File: config.mk
export PLATFORM = sky130hd
export DESIGN_NAME = pipe_cla_adder
export DESIGN_NICKNAME = d
export VERILOG_FILES = /design/src/rtl/cla_pkg.sv /design/src/rtl/cla_group.sv /design/src/rtl/pipe_cla_adder.sv
export SDC_FILE = /design/constraint.sdc
export NUM_CORES = 1
export LEC_CHECK = 0
export BUFFER_PORTS_ARGS = -buffer_cell sky130_fd_sc_hd__buf_4
export CAP_MARGIN = 20
export CORE_MARGIN = 4
export CORE_UTILIZATION = 50
export DETAILED_ROUTE_END_ITERATION = 8
export PLACE_DENSITY = 0.78
export SYNTH_ARGS = -nofsm -noshare
export SYNTH_HDL_FRONTEND = slang
export SYNTH_SLANG_ARGS = --single-unit
File: constraint.sdc
create_clock -name clk -period 3.72 [get_ports clk]
set_input_delay 0.558 -clock clk [delete_from_list [all_inputs] [get_ports clk]]
set_output_delay 0.558 -clock clk [all_outputs]
set_load 0.05 [all_outputs]
File: src/rtl/cla_pkg.sv
// Shared definitions for the pipelined carry-lookahead adder: operation
// encoding and default geometry.
package cla_pkg;

  typedef enum logic [1:0] {
    OP_ADD  = 2'd0,
    OP_SUB  = 2'd1,
    OP_ADDC = 2'd2
  } op_e;

  localparam int CLA_WIDTH  = 16;
  localparam int CLA_GROUP  = 4;
  localparam int CLA_STAGES = 2;

endpackage

File: src/rtl/cla_group.sv
// One GROUP-bit carry-lookahead group: flat sum-of-products carries from
// the group carry-in, plus group generate/propagate for the next level.
module cla_group #(
  parameter int GROUP = 4
) (
  input  logic [GROUP-1:0] a,
  input  logic [GROUP-1:0] b,
  input  logic             c_in,
  output logic [GROUP-1:0] sum,
  output logic             g_out,
  output logic             p_out
);

  logic [GROUP-1:0] g;
  logic [GROUP-1:0] p;
  logic [GROUP-1:0] x;
  logic [GROUP-1:0] c;

  assign g = a & b;
  assign p = a | b;
  assign x = a ^ b;

  // Mask with bits [lo, hi) set; used to AND together a run of propagates.
  function automatic logic [GROUP-1:0] span(input int lo, input int hi);
    logic [GROUP-1:0] ones;
    ones = '1;
    return (ones << lo) & ~(ones << hi);
  endfunction

  always_comb begin
    c = '0;
    for (int i = 0; i < GROUP; i++) begin
      c[i] = c_in & (&(p | ~span(0, i)));
      for (int j = 0; j < i; j++) begin
        c[i] = c[i] | (g[j] & (&(p | ~span(j + 1, i))));
      end
    end
  end

  always_comb begin
    g_out = 1'b0;
    for (int j = 0; j < GROUP; j++) begin
      g_out = g_out | (g[j] & (&(p | ~span(j + 1, GROUP))));
    end
  end

  assign p_out = &p;
  assign sum   = x ^ c;

endmodule

File: src/rtl/pipe_cla_adder.sv
// Pipelined two-level carry-lookahead adder/subtractor with valid/ready
// flow control; one WIDTH/STAGES-bit slice is resolved per pipeline stage.
module pipe_cla_adder
  import cla_pkg::*;
#(
  parameter int WIDTH  = CLA_WIDTH,
  parameter int GROUP  = CLA_GROUP,
  parameter int STAGES = CLA_STAGES
) (
  input  logic             clk,
  input  logic             rst_n,
  input  logic             in_valid,
  output logic             in_ready,
  input  logic [1:0]       op,
  input  logic [WIDTH-1:0] a,
  input  logic [WIDTH-1:0] b,
  input  logic             cin,
  output logic             out_valid,
  input  logic             out_ready,
  output logic [WIDTH-1:0] sum,
  output logic             cout,
  output logic             ovf,
  output logic             zero
);

  localparam int SLICE = WIDTH / STAGES;
  localparam int NGRP  = SLICE / GROUP;
  localparam int LAST  = STAGES - 1;

  if (STAGES < 1 || STAGES > 4 || (WIDTH % (GROUP * STAGES)) != 0) begin : g_param_check
    $error("pipe_cla_adder: WIDTH must be a multiple of GROUP*STAGES and STAGES in 1..4");
  end

  logic             adv;
  logic [WIDTH-1:0] b_eff;
  logic             c_eff;

  assign adv      = !out_valid || out_ready;
  assign in_ready = adv;

  // Subtraction is a + ~b + 1; the reserved encoding falls through to ADD.
  always_comb begin
    b_eff = b;
    c_eff = 1'b0;
    case (op)
      OP_SUB: begin
        b_eff = ~b;
        c_eff = 1'b1;
      end
      OP_ADDC: c_eff = cin;
      default: ;
    endcase
  end

  function automatic logic [NGRP-1:0] gspan(input int lo, input int hi);
    logic [NGRP-1:0] ones;
    ones = '1;
    return (ones << lo) & ~(ones << hi);
  endfunction

  genvar gi, gj;

  // Combinational slice logic; stage gi sees operand bits from slice gi upward.
  for (gi = 0; gi < STAGES; gi++) begin : g_stage
    localparam int REMW = WIDTH - gi * SLICE;
    logic [REMW-1:0]  a_rem;
    logic [REMW-1:0]  b_rem;
    logic             c_in;
    logic [NGRP:0]    c_grp;
    logic [NGRP-1:0]  g_grp;
    logic [NGRP-1:0]  p_grp;
    logic [SLICE-1:0] s_slice;

    if (gi == 0) begin : g_src
      assign a_rem = a;
      assign b_rem = b_eff;
      assign c_in  = c_eff;
    end else begin : g_src
      assign a_rem = g_reg[gi].a_reg;
      assign b_rem = g_reg[gi].b_reg;
      assign c_in  = g_reg[gi].c_reg;
    end

    for (gj = 0; gj < NGRP; gj++) begin : g_grp_inst
      cla_group #(.GROUP(GROUP)) u_grp (
        .a     (a_rem[gj*GROUP +: GROUP]),
        .b     (b_rem[gj*GROUP +: GROUP]),
        .c_in  (c_grp[gj]),
        .sum   (s_slice[gj*GROUP +: GROUP]),
        .g_out (g_grp[gj]),
        .p_out (p_grp[gj])
      );
    end

    // Second-level lookahead across the groups of this slice.
    always_comb begin
      c_grp    = '0;
      c_grp[0] = c_in;
      for (int i = 1; i <= NGRP; i++) begin
        c_grp[i] = c_in & (&(p_grp | ~gspan(0, i)));
        for (int j = 0; j < i; j++) begin
          c_grp[i] = c_grp[i] | (g_grp[j] & (&(p_grp | ~gspan(j + 1, i))));
        end
      end
    end
  end

  // Inter-stage registers: unresolved upper operands, resolved lower sum, slice carry.
  for (gi = 1; gi < STAGES; gi++) begin : g_reg
    localparam int REMW = WIDTH - gi * SLICE;
    logic [REMW-1:0]     a_reg;
    logic [REMW-1:0]     b_reg;
    logic [gi*SLICE-1:0] s_reg;
    logic [gi*SLICE-1:0] s_next;
    logic                c_reg;
    logic                v_reg;
    logic                v_next;

    if (gi == 1) begin : g_lo
      assign s_next = g_stage[0].s_slice;
      assign v_next = in_valid;
    end else begin : g_lo
      assign s_next = {g_stage[gi-1].s_slice, g_reg[gi-1].s_reg};
      assign v_next = g_reg[gi-1].v_reg;
    end

    always_ff @(posedge clk or negedge rst_n) begin
      if (!rst_n) begin
        v_reg <= 1'b0;
        c_reg <= 1'b0;
        a_reg <= '0;
        b_reg <= '0;
        s_reg <= '0;
      end else if (adv) begin
        v_reg <= v_next;
        c_reg <= g_stage[gi-1].c_grp[NGRP];
        a_reg <= g_stage[gi-1].a_rem[REMW+SLICE-1:SLICE];
        b_reg <= g_stage[gi-1].b_rem[REMW+SLICE-1:SLICE];
        s_reg <= s_next;
      end
    end
  end

  logic [WIDTH-1:0] sum_next;
  logic             v_last;
  logic             cout_next;
  logic             c_msb;

  if (STAGES == 1) begin : g_out
    assign sum_next = g_stage[0].s_slice;
    assign v_last   = in_valid;
  end else begin : g_out
    assign sum_next = {g_stage[LAST].s_slice, g_reg[LAST].s_reg};
    assign v_last   = g_reg[LAST].v_reg;
  end

  // Carry into the MSB recovered from its half-sum and result bit.
  assign cout_next = g_stage[LAST].c_grp[NGRP];
  assign c_msb     = g_stage[LAST].a_rem[SLICE-1] ^ g_stage[LAST].b_rem[SLICE-1]
                   ^ sum_next[WIDTH-1];

  logic             out_valid_reg;
  logic [WIDTH-1:0] sum_reg;
  logic             cout_reg;
  logic             ovf_reg;
  logic             zero_reg;

  always_ff @(posedge clk or negedge rst_n) begin
    if (!rst_n) begin
      out_valid_reg <= 1'b0;
      sum_reg       <= '0;
      cout_reg      <= 1'b0;
      ovf_reg       <= 1'b0;
      zero_reg      <= 1'b0;
    end else if (adv) begin
      out_valid_reg <= v_last;
      sum_reg       <= sum_next;
      cout_reg      <= cout_next;
      ovf_reg       <= c_msb ^ cout_next;
      zero_reg      <= ~|sum_next;
    end
  end

  assign out_valid = out_valid_reg;
  assign sum       = sum_reg;
  assign cout      = cout_reg;
  assign ovf       = ovf_reg;
  assign zero      = zero_reg;

endmodule
After elaboration in Yosys (flattened, before gate mapping):

Index checks and enable logic that the tools add are counted.

* add/subtract/negate cells: 0
* $mul: 0
* divide/modulo/power cells: 0
* $lt $le $gt $ge: 0
* equality and inequality tests: 2
* shift operators: 0
* multiplexer cells: 2
* bitwise operators: 104
* reductions and logical operators: 30

Operators with widths (number)
* AND 1 bit: 42
* OR 1 bit: 42
* bitwise XOR 4 bit: 8
* AND reduction 2 bit: 12
* AND reduction 3 bit: 8
* AND 4 bit: 4
* 2-to-1 mux 16 bit: 1
* NOT 16 bit: 1
* OR 4 bit: 4
* AND reduction 4 bit: 4
* AND reduction 8 bit: 2
* OR reduction 16 bit: 1
* bitwise XOR 1 bit: 3
* == test 2 x 1 -> 1 bit, second input constant: 1
* == test 2 bit, second input constant: 1
* logical NOT 1 bit: 2
* case mux 1 bit (2 select lines): 1
* logical OR 1 bit: 1

* register bits: 46
* bits in latches: 0
* RAM bits: 0
* ROM bits: 0
* input bits: 39
* output and inout bits: 21
* logic and storage cells: 148
* memories kept: 0

Depth between registers and ports, before layout:

* depth after elaboration: 14
* mapped depth: 15
* gate-level depth less buffers: 13

By module:

Synthesis repeated with hierarchy kept, for this count alone.

* cell total of the unflattened synthesis: 369
* area total of the unflattened synthesis: 3135.5 µm²

Modules (own cells, without submodules)
* pipe_cla_adder: times used 1, cells an instance 219, area each 2050.7 µm², seq. area each 1151.1 µm²
* cla_group at g_stage[0].g_grp_inst[0].u_grp ...: times used 3, cells an instance 37, area each 269.0 µm², seq. area each 0.0 µm²
* cla_group at g_stage[1].g_grp_inst[1].u_grp: times used 1, cells an instance 39, area each 277.8 µm², seq. area each 0.0 µm²

Least setup slack after synthesis:

OpenSTA, ideal clock, no wires.

* path type: input port to flip-flop
* start point: in op[1]
* end point: reg g_reg[1].s_reg[5]
* setup time: 164 ps
* arrival: 2989 ps
* data required time: 3556 ps
* setup slack: 567 ps
* stages on the path: 15
* buffers on the path: 2
* cells stage by stage: inv_1 -> ha_1 -> buf_4 -> buf_2 -> xor2_1 -> inv_1 -> ha_1 -> or2_1 -> o311ai_2 -> a21oi_1 -> nor2_1 -> nor2_1 -> fa_1 -> xor2_1 -> a21oi_1

* word-level cells in the longest chain between the ends: 12
* elaborated cells on any way between the ends: 23
* those cells by class: eq/ne (2); mux (2); bitwise (16); reduce/logical (3)

Ends and longest elaborated chain
* start, declared: line pipe_cla_adder.sv:14 `input logic [1:0] op,`
* == test 2 x 1 -> 1 bit: line pipe_cla_adder.sv:45 `case (op)`
* 2-to-1 mux 16 bit: line pipe_cla_adder.sv:45
* OR 4 bit: line cla_group.sv:20 `assign p = a | b;`
* AND reduction 3 bit / AND reduction 2 bit (equally long branches): line cla_group.sv:43 `g_out = g_out | (g[j] & (&(p | ~span(j + 1, GROUP))));`
* AND 1 bit: line cla_group.sv:43
* OR 1 bit (3 in series): line cla_group.sv:43
* OR 1 bit: line pipe_cla_adder.sv:102 `c_grp[i] = c_grp[i] | (g_grp[j] & (&(p_grp | ~gspan(j + 1, i))));`
* AND 1 bit: line cla_group.sv:33 `c[i] = c_in & (&(p | ~span(0, i)));`
* OR 1 bit: line cla_group.sv:35 `c[i] = c[i] | (g[j] & (&(p | ~span(j + 1, i))));`
* bitwise XOR 4 bit (*): line cla_group.sv:48 `assign sum = x ^ c;`
* end signal, assigned: line pipe_cla_adder.sv:139 `s_reg <= s_next;`
* end, declared: line pipe_cla_adder.sv:113 `logic [gi*SLICE-1:0] s_reg;`

Every way passes the cells marked *; elsewhere a longest branch is shown, timed or not.
A chain may end at the register's enable or synchronous reset.

Worst setup path in the final report:

* start point: reg g_reg[1].b_reg[0]
* end point: reg zero_reg (netlist: zero)

* elaborated cells on any way between the ends: 36
* those cells by class: bitwise (31); reduce/logical (5)

RTL lines
* start, declared: line pipe_cla_adder.sv:112 `logic [REMW-1:0] b_reg;`
* start signal, assigned: line pipe_cla_adder.sv:138 `b_reg <= g_stage[gi-1].b_rem[REMW+SLICE-1:SLICE];`
* AND 4 bit: line cla_group.sv:19 `assign g = a & b;`
* AND 1 bit: line cla_group.sv:43
* OR 1 bit (3 in series): line cla_group.sv:43
* OR 1 bit (*): line pipe_cla_adder.sv:102
* bitwise XOR 4 bit (*): line cla_group.sv:48
* named net g_stage[1].g_grp_inst[1].u_grp.sum[0]: line cla_group.sv:9 `output logic [GROUP-1:0] sum,`
* OR reduction 16 bit (*): line pipe_cla_adder.sv:180 `zero_reg <= ~|sum_next;`
* logical NOT 1 bit (*): line pipe_cla_adder.sv:180
* end signal, assigned: line pipe_cla_adder.sv:180
* end, declared: line pipe_cla_adder.sv:166 `logic zero_reg;`

Mark *: on every way through the listed nets, which the timed path passes. The rest lies on a longest branch.

==> results.sh <==
export IMPL_outcome="completed"
export IMPL_largest_reg_flops=16
export IMPL_cts_resized=0
export IMPL_yosysTopAreaCell="dfrtp_1"
export IMPL_cap_violations=0
export IMPL_insertion_delay_ns=0.30
export IMPL_leakage_uw=0.001856
export IMPL_min_path_type="in -> async"
export IMPL_vias=2153
export IMPL_dp_hpwl_mm=4.337
export IMPL_syn_area_sq_um=2846
export IMPL_cts_root_buf="clkbuf_8"
export IMPL_p_switching_uw=864.3
export IMPL_grt_usage=0.1680
export IMPL_fin_nets=449
export IMPL_final_util=0.6344
export IMPL_p_per_area_nw_per_um2=600.2
export IMPL_first_pass_iters=4
export IMPL_vdd_drop_max_mv=0.3944
export IMPL_cp_slowest_cell="fa_1"
export IMPL_n_antenna_cell=0
export IMPL_h_tree_depth=2
export IMPL_io_buffers=59
export IMPL_power_frac_comb=0.441
export IMPL_wl_mm=5.617
export IMPL_p_seq_frac=0.348
export IMPL_arrival_ns=3.07
export IMPL_core_area_sq_um=5507
export IMPL_p_total_uw=2097
export IMPL_p_clk_frac=0.211
export IMPL_detail_route_antenna_nets=0
export IMPL_seq_area_frac_synth=0.4044
export IMPL_syn_avg_cell_area_sq_um=9.094
export IMPL_wl_per_cell_um=12.65
export IMPL_synth_nets=391
export IMPL_die_height_um=83.45
export IMPL_ctsHoldBuffers=0
export IMPL_drive_above_1_share=0.2070
export IMPL_grt_max_degree=47
export IMPL_required_ns=3.93
export IMPL_synth_cells=313
export IMPL_start_util=0.5169
export IMPL_finalSetupViolations=0
export IMPL_synth_top_cell_area_share=0.4044
export IMPL_worst_slack_ns=0.8557
export IMPL_dieArea_sq_um=6964
export IMPL_crit_type="reg -> reg"
export IMPL_grt_ovfl_total=0
export IMPL_cts_buffer_depth=2
export IMPL_end_kind="flip-flop"
export IMPL_stdcell_area_sq_um=3493
export IMPL_multiInputGateArea_sq_um=1488
export IMPL_rsz0062_at_grt="false"
export IMPL_drt_initial_drc_count=102
export IMPL_yosys_warnings=0
export IMPL_cts_tree="yes"
export IMPL_place_ws_ns=0.6038
export IMPL_clk_pin_slew_worst_paths_ns=0.09
export IMPL_via_per_inst=4.849
export IMPL_place_area_sq_um=3356
export IMPL_hold_violations=0
export IMPL_fill_cells=473
export IMPL_switching_share=0.4122
export IMPL_fp_dieW_um=83.45
export IMPL_synth_distinct_cells=35
export IMPL_drv_slew=0
export IMPL_cts_setup_buffers=0
export IMPL_clkSinkCount=46
export IMPL_worst_path_max_fanout=3
export IMPL_grt_pass1_wl_mm=9.673
export IMPL_synthTopCellsByArea="dfrtp_1 40%, ha_1 15%, nand2_1 8.4%"
export IMPL_cts_made_buffers=5
export IMPL_internal_power_uw=1232
export IMPL_period_needed_ns=2.864
export IMPL_gp_congestion=0.8098
export IMPL_grt_pass1_vias=2156
export IMPL_placement_rows=27
export IMPL_fmax_ghz=0.3491
export IMPL_fin_tns_setup_ns=0
export IMPL_worstMarginPinSlew_ns=0.5645
export IMPL_fin_skew_ns=0.008763
export IMPL_max_slew_margin=0.6237
export IMPL_cp_start_kind="flip-flop"
export IMPL_critical_path_cell_chain="inv_1 > ha_1 > clkinv_1 > a32oi_1 > a21oi_1 > or2_2 > fa_1 > nor4_1 > nand4_1 > or4_1 > o31ai_1"
export IMPL_area_delta_synth_final_pct=22.73
export IMPL_final_min_period_over_clock_period=0.7700
export IMPL_antenna_found_initial=0
export IMPL_critPathMaxStageDelay_ns=0.47
export IMPL_drc=0
export IMPL_ff_latch_area_sq_um=1151
export IMPL_ios=60
export IMPL_ys_ff_latch=46
## cell usage in the layout, fill, tap and decap left out, drive strengths merged
cell and instances:
nand2 64, buf 62, dfrtp 46, inv 42
ha 35, xor2 18, nor2 18, o21ai 18
a21oi 14, xnor2 9, clkbuf 5, nand2b 4
o31ai 4, fa 4, a31oi 3, o21a 3
nor4 2, mux2 2, nor3 2, nand3 2
bufinv 2, clkinv 2, or2 2, a32oi 1
o311ai 1, nor2b 1, a221oi 1, o21bai 1
nand4 1, or4 1, or3b 1, mux2i 1
## final cells by class
type                    count  area share
multi-input cells         213      0.4259
clock buffers               5     0.01970
well taps                  72     0.02579
clock inverters             3     0.01970
repair buffers             62      0.1332
inverters                  43     0.04620
flip-flops and latches     46      0.3295
## power by group through the flow
stage          Clock, uW  Sequential (uW)  Combinational (uW)
2_1_floorplan          0             1000                 372
3_3_place_gp           0              732                 903
3_5_place_dp           0              739                 926
4_1_cts              450              730                 935
5_1_grt              470              743                1010
6_report             443              729                 925
## metal layers
layer / up-vias / track usage / routed length, um
li1: 1100 / - / -
met1: 998 / 0.2057 / 2487
met2: 47 / 0.2937 / 2784
met3: 8 / 0.03455 / 283
met4: 0 / 0.05848 / 61
met5: - / 0 / 0
## stage by stage
step	cells	hold WS [ns]
floorplan	313	0.2624
global placement	436	0.4387
detailed placement	436	0.4512
CTS	444	0.2644
global route	444	0.2917
finish	444	0.2475
## cell usage after synthesis
cell       n
a21oi_2    1
nor3_1     2
nand3_1    2
o21ai_0   18
clkinv_1   1
or3b_1     1
ha_1      35
nand2b_1   4
nor2_1    18
o31ai_1    4
clkbuf_1   8
mux2i_1    1
mux2_2     2
nand4_1    1
a21oi_1   13
a31oi_1    3
a32oi_1    1
fa_1       4
inv_1     42
xnor2_1    9
o21a_1     3
nor4_1     2
or2_2      1
dfrtp_1   46
a221oi_4   1
or4_1      1
o21bai_1   1
buf_2      1
buf_1      1
nor2b_1    1
nand2_1   64
or2_1      1
xor2_1    18
buf_4      1
o311ai_2   1
## worst max-delay path: cells and delay by family (launching register included)
family,cells,cell delay [ns]
buffers and inverters,2,0.16
DFF,1,0.42
AOI/OAI and AO/OA,3,0.55
adders and majority gates,2,0.62
and+or+nand+nor,4,1.01
## worst paths after layout
check,startpoint,end,slack [ns],depth (start not counted)
setup / recovery,g_reg[1].b_reg[0],zero,0.86,11
hold / removal,rst_n,g_reg[1].a_reg[0],0.25,1
setup reg to reg,g_reg[1].b_reg[0],zero,0.86,11
hold reg to reg,g_reg[1].v_reg,out_valid,0.47,1
max in group asynchronous,rst_n,cout,3.09,1
min in group clk,a[8],g_reg[1].a_reg[0],0.46,3
## cells by family after synthesis
logic type	synth area share
simple gates	0.1429
buf+inv	0.07296
compound gates	0.1033
flops	0.4044
fa+ha+maj	0.1820
xor+xnor	0.08308
mux	0.01143
Note: power is estimated with default switching activity, not from simulation.
